File: config.mk
export PLATFORM = sky130hd
export DESIGN_NAME = reg_file_sb
export DESIGN_NICKNAME = d
export VERILOG_FILES = /design/src/rtl/reg_file_pkg.sv /design/src/rtl/reg_file_sb_counter.sv /design/src/rtl/reg_file_sb.sv
export SDC_FILE = /design/constraint.sdc
export NUM_CORES = 1
export LEC_CHECK = 0
export BUFFER_PORTS_ARGS = -buffer_cell sky130_fd_sc_hd__buf_2
export CORE_UTILIZATION = 35
export CTS_CLUSTER_DIAMETER = 50
export CTS_CLUSTER_SIZE = 24
export DETAILED_ROUTE_END_ITERATION = 16
export SYNTH_ARGS = -nofsm -noshare
export SYNTH_HDL_FRONTEND = slang
export SYNTH_HIERARCHICAL = 1
export SYNTH_SLANG_ARGS = --single-unit
File: constraint.sdc
create_clock -name clk -period 3.6 [get_ports clk]
set_input_delay 0.72 -clock clk [delete_from_list [all_inputs] [get_ports clk]]
set_output_delay 0.72 -clock clk [all_outputs]
set_load 0.005 [all_outputs]
File: src/rtl/reg_file_pkg.sv
// Shared sizing and reset-value rule for the scoreboarded register file.
package reg_file_pkg;

    localparam int NUM_REGS = 16;
    localparam int REG_AW   = 4;
    localparam int DATA_W   = 32;
    localparam int SB_CNT_W = 2;

    // Each register resets to its own index, zero-extended.
    function automatic logic [DATA_W-1:0] reset_value(input logic [REG_AW-1:0] idx);
        return {{(DATA_W-REG_AW){1'b0}}, idx};
    endfunction

endpackage

File: src/rtl/reg_file_sb_counter.sv
// sb_counter: saturating pending-write counter with synchronous clear and
// a one-cycle error pulse on overflow or underflow.
module sb_counter
    import reg_file_pkg::*;
(
    input  logic                clk,
    input  logic                rst,
    input  logic                clr,
    input  logic                inc,
    input  logic                dec,
    output logic [SB_CNT_W-1:0] cnt,
    output logic                err
);

    localparam logic [SB_CNT_W-1:0] CNT_MAX  = {SB_CNT_W{1'b1}};
    localparam logic [SB_CNT_W-1:0] CNT_ZERO = {SB_CNT_W{1'b0}};
    localparam logic [SB_CNT_W-1:0] CNT_ONE  = SB_CNT_W'(1);

    logic [SB_CNT_W-1:0] cnt_q;
    logic [SB_CNT_W-1:0] cnt_d;

    // Next count; clear overrides any same-cycle inc/dec.
    always_comb begin
        cnt_d = cnt_q;
        err   = 1'b0;
        if (clr) begin
            cnt_d = CNT_ZERO;
        end else if (inc && !dec) begin
            if (cnt_q == CNT_MAX) begin
                err = 1'b1;
            end else begin
                cnt_d = cnt_q + CNT_ONE;
            end
        end else if (dec && !inc) begin
            if (cnt_q == CNT_ZERO) begin
                err = 1'b1;
            end else begin
                cnt_d = cnt_q - CNT_ONE;
            end
        end else begin
            cnt_d = cnt_q;
        end
    end

    // Count register.
    always_ff @(posedge clk) begin
        if (rst) begin
            cnt_q <= CNT_ZERO;
        end else begin
            cnt_q <= cnt_d;
        end
    end

    assign cnt = cnt_q;

endmodule

File: src/rtl/reg_file_sb.sv
// reg_file_sb: 16x32 register file with per-register pending-write scoreboard.
// Optional macro WB_BYPASS_EN forwards the write-back value to the read ports.
module reg_file_sb
    import reg_file_pkg::*;
(
    input  logic              clk,
    input  logic              rst,
    input  logic [REG_AW-1:0] src1,
    input  logic [REG_AW-1:0] src2,
    output logic [DATA_W-1:0] reg1,
    output logic [DATA_W-1:0] reg2,
    input  logic [REG_AW-1:0] WB_Dest,
    input  logic [DATA_W-1:0] WB_value,
    input  logic              WB_WB_en,
    input  logic              issue_en,
    input  logic [REG_AW-1:0] issue_dest,
    input  logic              flush,
    output logic              src1_busy,
    output logic              src2_busy,
    output logic              sb_err
);

    localparam logic [SB_CNT_W-1:0] CNT_ZERO = {SB_CNT_W{1'b0}};

    logic [DATA_W-1:0]                  regs_q [NUM_REGS];
    logic [DATA_W-1:0]                  regs_d [NUM_REGS];
    logic [NUM_REGS-1:0][SB_CNT_W-1:0]  cnt_s;
    logic [NUM_REGS-1:0]                err_s;
    logic                               sb_err_q;
    logic                               sb_err_d;

    for (genvar r = 0; r < NUM_REGS; r++) begin : g_sb
        sb_counter u_cnt (
            .clk (clk),
            .rst (rst),
            .clr (flush),
            .inc (issue_en && (issue_dest == REG_AW'(r)) && !flush),
            .dec (WB_WB_en && (WB_Dest == REG_AW'(r))),
            .cnt (cnt_s[r]),
            .err (err_s[r])
        );
    end

    // Write-back port and sticky error accumulation.
    always_comb begin
        regs_d   = regs_q;
        sb_err_d = sb_err_q | (|err_s);
        if (WB_WB_en) begin
            regs_d[WB_Dest] = WB_value;
        end else begin
            regs_d = regs_q;
        end
    end

    // Storage and error flag; reset discards any in-flight write.
    always_ff @(posedge clk) begin
        if (rst) begin
            for (int i = 0; i < NUM_REGS; i++) begin
                regs_q[i] <= reset_value(REG_AW'(i));
            end
            sb_err_q <= 1'b0;
        end else begin
            regs_q   <= regs_d;
            sb_err_q <= sb_err_d;
        end
    end

    // Combinational read ports and hazard flags.
    always_comb begin
        reg1      = regs_q[src1];
        reg2      = regs_q[src2];
        src1_busy = (cnt_s[src1] != CNT_ZERO);
        src2_busy = (cnt_s[src2] != CNT_ZERO);
`ifdef WB_BYPASS_EN
        // A retiring write to the last pending slot clears the hazard early.
        if (WB_WB_en && (WB_Dest == src1)) begin
            reg1      = WB_value;
            src1_busy = (cnt_s[src1] != CNT_ZERO) && (cnt_s[src1] != SB_CNT_W'(1));
        end else begin
            reg1      = regs_q[src1];
        end
        if (WB_WB_en && (WB_Dest == src2)) begin
            reg2      = WB_value;
            src2_busy = (cnt_s[src2] != CNT_ZERO) && (cnt_s[src2] != SB_CNT_W'(1));
        end else begin
            reg2      = regs_q[src2];
        end
`endif
    end

    assign sb_err = sb_err_q;

endmodule

# Yosys cells after proc, flatten, opt, wreduce, memory -nomap -nowiden

Cells that the tools add are included.

Order comparisons: 6
Equality and inequality tests: 78
Muxes and demuxes: 157
Reductions and logical operators: 168
$add $sub $neg: 32
Bitwise logic cells: 4

Operators with widths:

| operator                                                 | number |
|---|---|
| bitwise mux 512 bit                                      | 1 |
| binary-select mux 32 bit (select 4 bit)                  | 2 |
| two-way mux 32 bit                                       | 5 |
| two-way mux 2 bit                                        | 66 |
| demux 32 bit (select 4 bit)                              | 1 |
| logical AND 1 bit                                        | 81 |
| two-way mux 1 bit                                        | 80 |
| == test 4 bit, second input constant                     | 16 |
| AND reduction 3 bit                                      | 16 |
| nonzero test 2 bit                                       | 18 |
| logical NOT 1 bit                                        | 33 |
| adder 2 x 1 -> 2 bit, second input constant              | 16 |
| == test 2 bit, second input constant                     | 16 |
| == test 4 x 3 -> 1 bit, second input constant            | 8 |
| logical NOT 2 bit                                        | 16 |
| != test 2 x 1 -> 1 bit, second input constant            | 16 |
| != test 2 bit, second input constant                     | 16 |
| subtractor 2 x 1 -> 2 bit, second input constant         | 16 |
| binary-select mux 2 bit (select 4 bit)                   | 2 |
| == test 4 x 2 -> 1 bit, second input constant            | 4 |
| OR reduction 16 bit                                      | 1 |
| greater-or-equal comparator 5 bit, second input constant | 3 |
| inverter 4 -> 5 bit                                      | 3 |
| < comparator 4 x 5 -> 1 bit, second input constant       | 2 |
| 5 further kinds                                          | 7 |

Register bits: 545
Bits of input ports: 53
Logic and storage cells: 478
Output and inout port bits: 67

# Depth between registers and ports, before layout

Gate-level depths: netlist of run 1.

Word-level depth: 10
Gate-level depth with buffers: 14
Gate-level depth less buffers: 13

# By module

The synthesis of run 1 kept the hierarchy.

Modules (own cells, without submodules):

| module      | area each (um^2) | sequential area each (um^2) | cells an instance | instances |
|---|---|---|---|---|
| reg_file_sb | 25866.1          | 10269.8                     | 2948              | 1 |
| sb_counter  | 165.2            | 40.0                        | 18                | 16 |

# Worst setup path after synthesis of run 1

OpenSTA, ideal clock, no wires.

Path type: input-to-reg
From: in flush
To: reg sb_err_q (netlist: sb_err)
Stages on the path: 12
Data arrival time: 2622 ps
Setup slack: 850 ps
Required time: 3472 ps
Library setup time: 128 ps
Buffers on the path: 0
Cells stage by stage: nand2b_1 > or3b_2 > nor3_1 > inv_1 > ha_1 > nor4b_1 > a21oi_1 > nor2_1 > nor4_1 > nand4_1 > nor4_1 > nor2_1

Word-level cells in the longest chain between the ends: 9
Elaborated cells on any way between the ends: 115
Classes of those cells: mux (48); bitwise (1); reduce/logical (66)

Ends and longest elaborated chain:

| element               | line                      | RTL |
|---|---|---|
| from (decl)           | reg_file_sb.sv:17         | `input logic flush,` |
| logical NOT 1 bit     | reg_file_sb.sv:37         | `.inc (issue_en && (issue_dest == REG_AW'(r)) && !flush),` |
| logical AND 1 bit     | reg_file_sb.sv:37         |  |
| logical NOT 1 bit     | reg_file_sb_counter.sv:34 | `end else if (dec && !inc) begin` |
| logical AND 1 bit     | reg_file_sb_counter.sv:34 |  |
| two-way mux 1 bit     | reg_file_sb_counter.sv:34 |  |
| two-way mux 1 bit     | reg_file_sb_counter.sv:28 | `end else if (inc && !dec) begin` |
| two-way mux 1 bit *   | reg_file_sb_counter.sv:26 | `if (clr) begin` |
| via err_s[1]          | reg_file_sb.sv:28         | `logic [NUM_REGS-1:0] err_s;` |
| OR reduction 16 bit * | reg_file_sb.sv:47         | `sb_err_d = sb_err_q \| (\|err_s);` |
| bitwise OR 1 bit *    | reg_file_sb.sv:47         |  |
| to (signal assigned)  | reg_file_sb.sv:64         | `sb_err_q <= sb_err_d;` |
| to (decl)             | reg_file_sb.sv:29         | `logic sb_err_q;` |

Mark *: on every way through the listed nets, which the timed path passes. The rest lies on a longest branch.
A chain may end at the register's enable or synchronous reset.

# Worst setup path after layout of run 1

From: in src1[0]
To: out reg1[22]

Word-level cells in the longest chain between the ends: 4

Ends and longest elaborated chain:

| element                                               | line              | RTL |
|---|---|---|
| from (decl)                                           | reg_file_sb.sv:8  | `input logic [REG_AW-1:0] src1,` |
| inverter 4 -> 5 bit (implied by the code)             | reg_file_sb.sv:70 | `reg1 = regs_q[src1];` |
| binary-select mux 32 bit (select 4 bit)               | reg_file_sb.sv:70 |  |
| two-way mux 32 bit (implied by the code) (2 in a row) | reg_file_sb.sv:70 |  |
| to (decl)                                             | reg_file_sb.sv:10 | `output logic [DATA_W-1:0] reg1,` |

No other way between the ends. The select of a mux whose other input is x is not followed.

==> results.sh, run 1 <==
export IMPL_timing_rr_end="sb_err"
export IMPL_htreeDepth=2
export IMPL_grt_antenna_before_repair=14
export IMPL_gp_congestion=0.819
export IMPL_worst_slack_ns=0.383
export IMPL_cap_violations=0
export IMPL_max_slew_margin_pct=46.5
export IMPL_start_kind="primary input"
export IMPL_rr_worst_depth=7
export IMPL_wl_per_cell_microns=24.1
export IMPL_critPathKind="in -> out"
export IMPL_clk_latency_ns=0.63
export IMPL_synth_top_cell_area_share_pct=38.3
export IMPL_synth_area_sq_um=28500
export IMPL_numCtsBuffers=51
export IMPL_rsz0062_at_grt="false"
export IMPL_clkTransAtPathRegs_ns=0.08
export IMPL_yosys_area_top_type="dfxtp_1"
export IMPL_ys_seq_area_share_pct=38.3
export IMPL_critPathMaxFanout=27
export IMPL_skew_ns=0.0171
export IMPL_vias=24900
export IMPL_drt_iter0_markers=2990
export IMPL_end_kind="output port"
export IMPL_syn_area_per_cell_sq_um=8.81
export IMPL_grt_max_degree=104
export IMPL_cts_resized=0
export IMPL_post_cts_setup_buffers=0
export IMPL_die_w_microns=287
export IMPL_synth_seq_cells=545
export IMPL_leakagePower_nw=10.8
export IMPL_stdcell_count=4301
export IMPL_dp_cells=4199
export IMPL_path_buf_inv=3
export IMPL_cts_path_max_buffers=3
export IMPL_yosys_warnings=6
export IMPL_placement_io_buffers=119
export IMPL_synth_cell_type_count=38
export IMPL_cp_slowest_cell="mux4_2"
export IMPL_drc_errors=0
export IMPL_overflow=0
export IMPL_syn_num_nets=3321
export IMPL_setup_viol=0
export IMPL_core_area_sq_um=80500
export IMPL_cts_sinks=545
export IMPL_setup_tns_ns=0
export IMPL_final_layout_size_suffix_gt1_share_pct=21.3
export IMPL_endpoint="reg1[22]"
export IMPL_hold_viol_final=0
export IMPL_num_fill_cells=7858
export IMPL_cts_tree="done"
export IMPL_syn_inst=3236
export IMPL_seq_area_sq_um=10900
export IMPL_fin_crit_ns=3.22
export IMPL_slew_viol_final=0
export IMPL_holdBufCountCts=0
export IMPL_cp_cell_sequence="buf_8 > buf_12 > mux4_2 > a22oi_1 > nand2_1 > buf_2"
export IMPL_multi_input_area_sq_um=16100
export IMPL_min_delay_path_class="in -> reg"
export IMPL_start_util_pct=35.4
export IMPL_viasPerCell=5.80
export IMPL_ir_drop_mv=0.297
export IMPL_grt_pass1_vias=23200
export IMPL_r2r_start="g_sb[8].u_cnt/cnt[0]"
export IMPL_synth_area_leaders="dfxtp_1 38%, mux4_2 20%, nand2_1 14%"
export IMPL_ant_nets=0
export IMPL_worstPathArrival_ns=2.50
export IMPL_critPathRequiredTime_ns=2.88
export IMPL_grt_total_usage_pct=24.5
export IMPL_cp_depth=6
export IMPL_tightest_slew_ns=0.803
export IMPL_io_pins=120
export IMPL_dp_final_hpwl_microns=58400
export IMPL_r2r_setup_slack_ns=1.72
export IMPL_cellPowerDensity_nw_per_um2=418
export IMPL_startpoint="src1[0]"
export IMPL_area_growth_pct=12.6
export IMPL_critPathMaxStageDelay_ns=0.52
export IMPL_die_area_sq_um=82600
export IMPL_cts_root_buf="clkbuf_16"
export IMPL_status="completed"
export IMPL_cp_top_family="buffers and inverters"
export IMPL_dp_slack_ns=0.329
export IMPL_dieHeight_microns=287
export IMPL_finalCritPeriodShare_pct=89.4
export IMPL_grt_pass1_wl_microns=153000
export IMPL_drt_wl_total_microns=104000
export IMPL_nNetsFinal=3277
export IMPL_drt_pass1_iter_count=5
export IMPL_fmax_mhz=311
export IMPL_rows=104
-- Yosys cell counts, drive strengths merged --
master and count:
clkbuf 214, mux2i 16, nor4b 20, nor4 12
nand2 1097, and2 18, nand4 3, nor3 4
nor3b 1, dfxtp 545, or2 2, a21oi 500
nor2 60, a22oi 132, and3 1, o21ai 48
nand3 10, mux4 256, ha 32, nand4b 1
nand3b 34, buf 105, or3 1, or3b 1
a211oi 32, inv 48, nor2b 26, nand2b 9
a31oi 8
-- placed cells by master, fill, tap and decap left out, types with 20 or more instances in the layout --
cell,count
a211oi_2,32
a21oi_1,500
a22oi_1,132
buf_12,29
buf_2,114
buf_4,74
clkbuf_16,51
dfxtp_1,545
ha_1,32
inv_1,32
mux4_2,256
nand2_1,1091
nand3b_1,34
nor2_1,58
nor4b_1,20
-- worst min-delay path by stage --
stage,from,endpoint,slack [ns],depth (start not counted)
after floorplan,regs_q[160],regs_q[160],0.44,2
after global placement,regs_q[181],regs_q[181],0.45,2
after detailed placement,regs_q[56],regs_q[56],0.46,2
after CTS,WB_value[15],regs_q[207],0.43,3
after global routing,WB_value[22],regs_q[214],0.45,3
final,WB_value[15],regs_q[143],0.46,3
-- registers in the layout, indices dropped and copies added, names as in the netlist --
name            flops
regs_q            512
g_sb.u_cnt/cnt     32
sb_err              1
-- power breakdown --
part           leakage [nW]  switching, W  total, W  internal [W]
Clock                 0.887       0.00282   0.00603       0.00322
Sequential             4.40     0.0000551   0.00616       0.00610
Combinational          5.50      0.000797   0.00122      0.000422
-- area by class of cell --
cell class              count  share of cell area [%]
multi-input cells        2324                    50.0
flip-flops and latches    545                    34.0
repair buffers            222                    5.53
clock buffers              59                    4.16
well taps                1060                    4.13
clock inverters            36                    1.52
inverters                  48                   0.561
diodes                      7                  0.0546
-- worst register-to-register path, delay by kind of cell (launching register included) --
kind	cells	cell delay (ns)
AND/OR/NAND/NOR	6	1.23
flip-flops	1	0.38
AO/OA/AOI/OAI	1	0.14
-- metrics by stage --
step                      hold WS (ns)  total power [W]  cell area, sq um  util [%]
after floorplan                  0.443          0.00702             28500         -
after global placement           0.449          0.00749             30300      37.6
after detailed placement         0.455          0.00750             30300      37.6
after CTS                        0.433           0.0134             32100      39.8
after global routing             0.451           0.0137             32100      39.8
final                            0.459           0.0134             32100      39.8
-- layer usage --
metal,part of all wire [%],GRT usage [%]
met1,41,32.5
met2,47,39.3
met3,9.3,4.93
met4,3.2,8.84
met5,0.098,0
-- cells by family (layout without fill, tap and decap cells) --
group,after synthesis,after routing,synth area share [%]
muxes,272,272,20.8
adders and majority gates,32,32,1.40
DFF,545,545,38.3
and+or+nand+nor,1300,1300,19.0
buffers and inverters,367,365,5.70
AOI/OAI and AO/OA,720,720,14.9
other,0,7,0
Note: power is estimated with default switching activity, not from simulation.
==> inputs of run 2 (changes only) <==
--- a/config.mk
+++ b/config.mk
@@ -12,2 +12,4 @@
 export DETAILED_ROUTE_END_ITERATION = 16
+export RECOVER_POWER = 100
+export SLEW_MARGIN = 20
 export SYNTH_ARGS = -nofsm -noshare
==> constraint.sdc (replaced) <==
create_clock -name clk -period 3.6 [get_ports clk]
set_input_delay 0.36 -clock clk [delete_from_list [all_inputs] [get_ports clk]]
set_output_delay 0.36 -clock clk [all_outputs]
set_load 0.005 [all_outputs]
==> results.sh, run 2 (synthesized netlist as in run 1, its figures left out) <==
export IMPL_cts_tree="done"
export IMPL_critPathMaxFanout=32
export IMPL_wl_per_cell_microns=24.3
export IMPL_die_w_microns=287
export IMPL_post_cts_setup_buffers=0
export IMPL_die_area_sq_um=82600
export IMPL_skew_ns=0.0120
export IMPL_min_to="regs_q[139]"
export IMPL_vias=24700
export IMPL_viasPerCell=5.78
export IMPL_max_slew_margin_pct=-92.6
export IMPL_drt_pass1_iter_count=6
export IMPL_worst_path_most_repeated_cell="clkbuf_1"
export IMPL_critPathMaxStageDelay_ns=2.02
export IMPL_setup_tns_ns=0
export IMPL_ir_drop_mv=0.326
export IMPL_cellPowerDensity_nw_per_um2=415
export IMPL_critPathRequiredTime_ns=4.15
export IMPL_dp_final_hpwl_microns=58300
export IMPL_worstPathArrival_ns=3.71
export IMPL_holdCritStartpoint="WB_value[11]"
export IMPL_top_register="regs_q"
export IMPL_placement_io_buffers=119
export IMPL_rows=104
export IMPL_io_pins=120
export IMPL_cap_violations=7
export IMPL_setup_viol=0
export IMPL_area_growth_pct=10.6
export IMPL_layout_commonest_cell="nand2_1"
export IMPL_cts_resized=0
export IMPL_dp_slack_ns=0.510
export IMPL_nNetsFinal=3253
export IMPL_tightest_slew_ns=2.89
export IMPL_grt_antenna_before_repair=9
export IMPL_leakagePower_nw=10.4
export IMPL_r2r_start="g_sb[0].u_cnt/cnt[0]"
export IMPL_dieHeight_microns=287
export IMPL_critPathKind="in -> reg"
export IMPL_min_delay_path_class="in -> reg"
export IMPL_cts_root_buf="clkbuf_16"
export IMPL_start_kind="primary input"
export IMPL_clk_latency_ns=0.63
export IMPL_core_area_sq_um=80500
export IMPL_final_layout_size_suffix_gt1_share_pct=18.2
export IMPL_drc_errors=0
export IMPL_hold_viol_final=0
export IMPL_clkTransAtPathRegs_ns=0.09
export IMPL_fin_crit_ns=3.16
export IMPL_worst_slack_ns=0.438
export IMPL_start_util_pct=35.4
export IMPL_slew_viol_final=198
export IMPL_drt_iter0_markers=2775
export IMPL_cp_cell_sequence="clkbuf_1 > nand3b_1 > nand2b_2 > inv_1 > clkbuf_1 > nand2_1 > a21oi_1"
export IMPL_grt_total_usage_pct=24.7
export IMPL_violations="capacitance limit, slew limit"
export IMPL_drt_wl_total_microns=104000
export IMPL_cts_path_max_buffers=3
export IMPL_htreeDepth=2
export IMPL_r2r_setup_slack_ns=1.89
export IMPL_cp_slowest_cell="clkbuf_1"
export IMPL_startpoint="WB_Dest[1]"
export IMPL_holdBufCountCts=0
export IMPL_finalCritPeriodShare_pct=87.8
export IMPL_rsz0062_at_grt="false"
export IMPL_timing_rr_end="sb_err"
export IMPL_grt_pass1_vias=23400
export IMPL_cts_sinks=545
export IMPL_grt_max_degree=127
export IMPL_status="finished with violations"
export IMPL_numCtsBuffers=47
export IMPL_grt_pass1_wl_microns=153000
export IMPL_power_w=0.0131
export IMPL_holdPathStages=3
export IMPL_largest_reg_flops=512
export IMPL_overflow=0
export IMPL_final_cell_mix="1092 x nand2_1, 545 x dfxtp_1, 500 x a21oi_1"
export IMPL_rr_worst_depth=7
export IMPL_end_kind="register"
export IMPL_fmax_mhz=316
export IMPL_ant_nets=0
export IMPL_gp_congestion=0.842
[run 2: report_power, final]
group | internal, W | switching, W | leakage (nW)
sequential | 0.00610 | 0.0000548 | 4.40
clock | 0.00274 | 0.00301 | 0.833
combinational | 0.000388 | 0.000793 | 5.18
total | 0.00923 | 0.00386 | 10.4
[run 2: cell type report]
| cell class | count | area, sq um |
|---|---|---|
| tap | 1060 | 1330 |
| timing repair buffer | 202 | 1360 |
| clock buffer | 49 | 1180 |
| multi-input combinational | 2324 | 16000 |
| clock inverter | 38 | 569 |
| fill | 8007 | 49000 |
| antenna | 3 | 7.51 |
| inverter | 48 | 180 |
| sequential | 545 | 10900 |
[run 2: worst max path at each step]
stage | to | cells after the start
floorplan | sb_err | 12
global placement | sb_err | 13
detailed placement | sb_err | 13
CTS | reg1[9] | 6
global route | regs_q[463] | 7
finish | regs_q[469] | 7
[run 2: worst max-delay path, delay by kind of cell]
family | cells | cell delay, ns
AND/OR/NAND/NOR | 3 | 0.85
buffers and inverters | 3 | 2.25
AO/OA/AOI/OAI | 1 | 0.21
[run 2: through the flow]
step           instance area, sq um  cells  util, %  hold slack (ns)
3_3_place_gp                  30000   4179     37.2            0.449
3_5_place_dp                  30000   4179     37.2            0.458
2_1_floorplan                 28500   3236        -            0.425
4_1_cts                       31700   4266     39.4           0.0783
5_1_grt                       31500   4268     39.1            0.104
6_report                      31500   4269     39.1           0.0916
[run 2: per-layer routing]
layer,global-route usage [%],vias up,share of wire (%)
li1,-,11100,-
met1,32.2,12100,39
met2,39.9,1147,47
met3,4.93,247,9.5
met4,10.3,10,3.9
met5,0,-,0.046
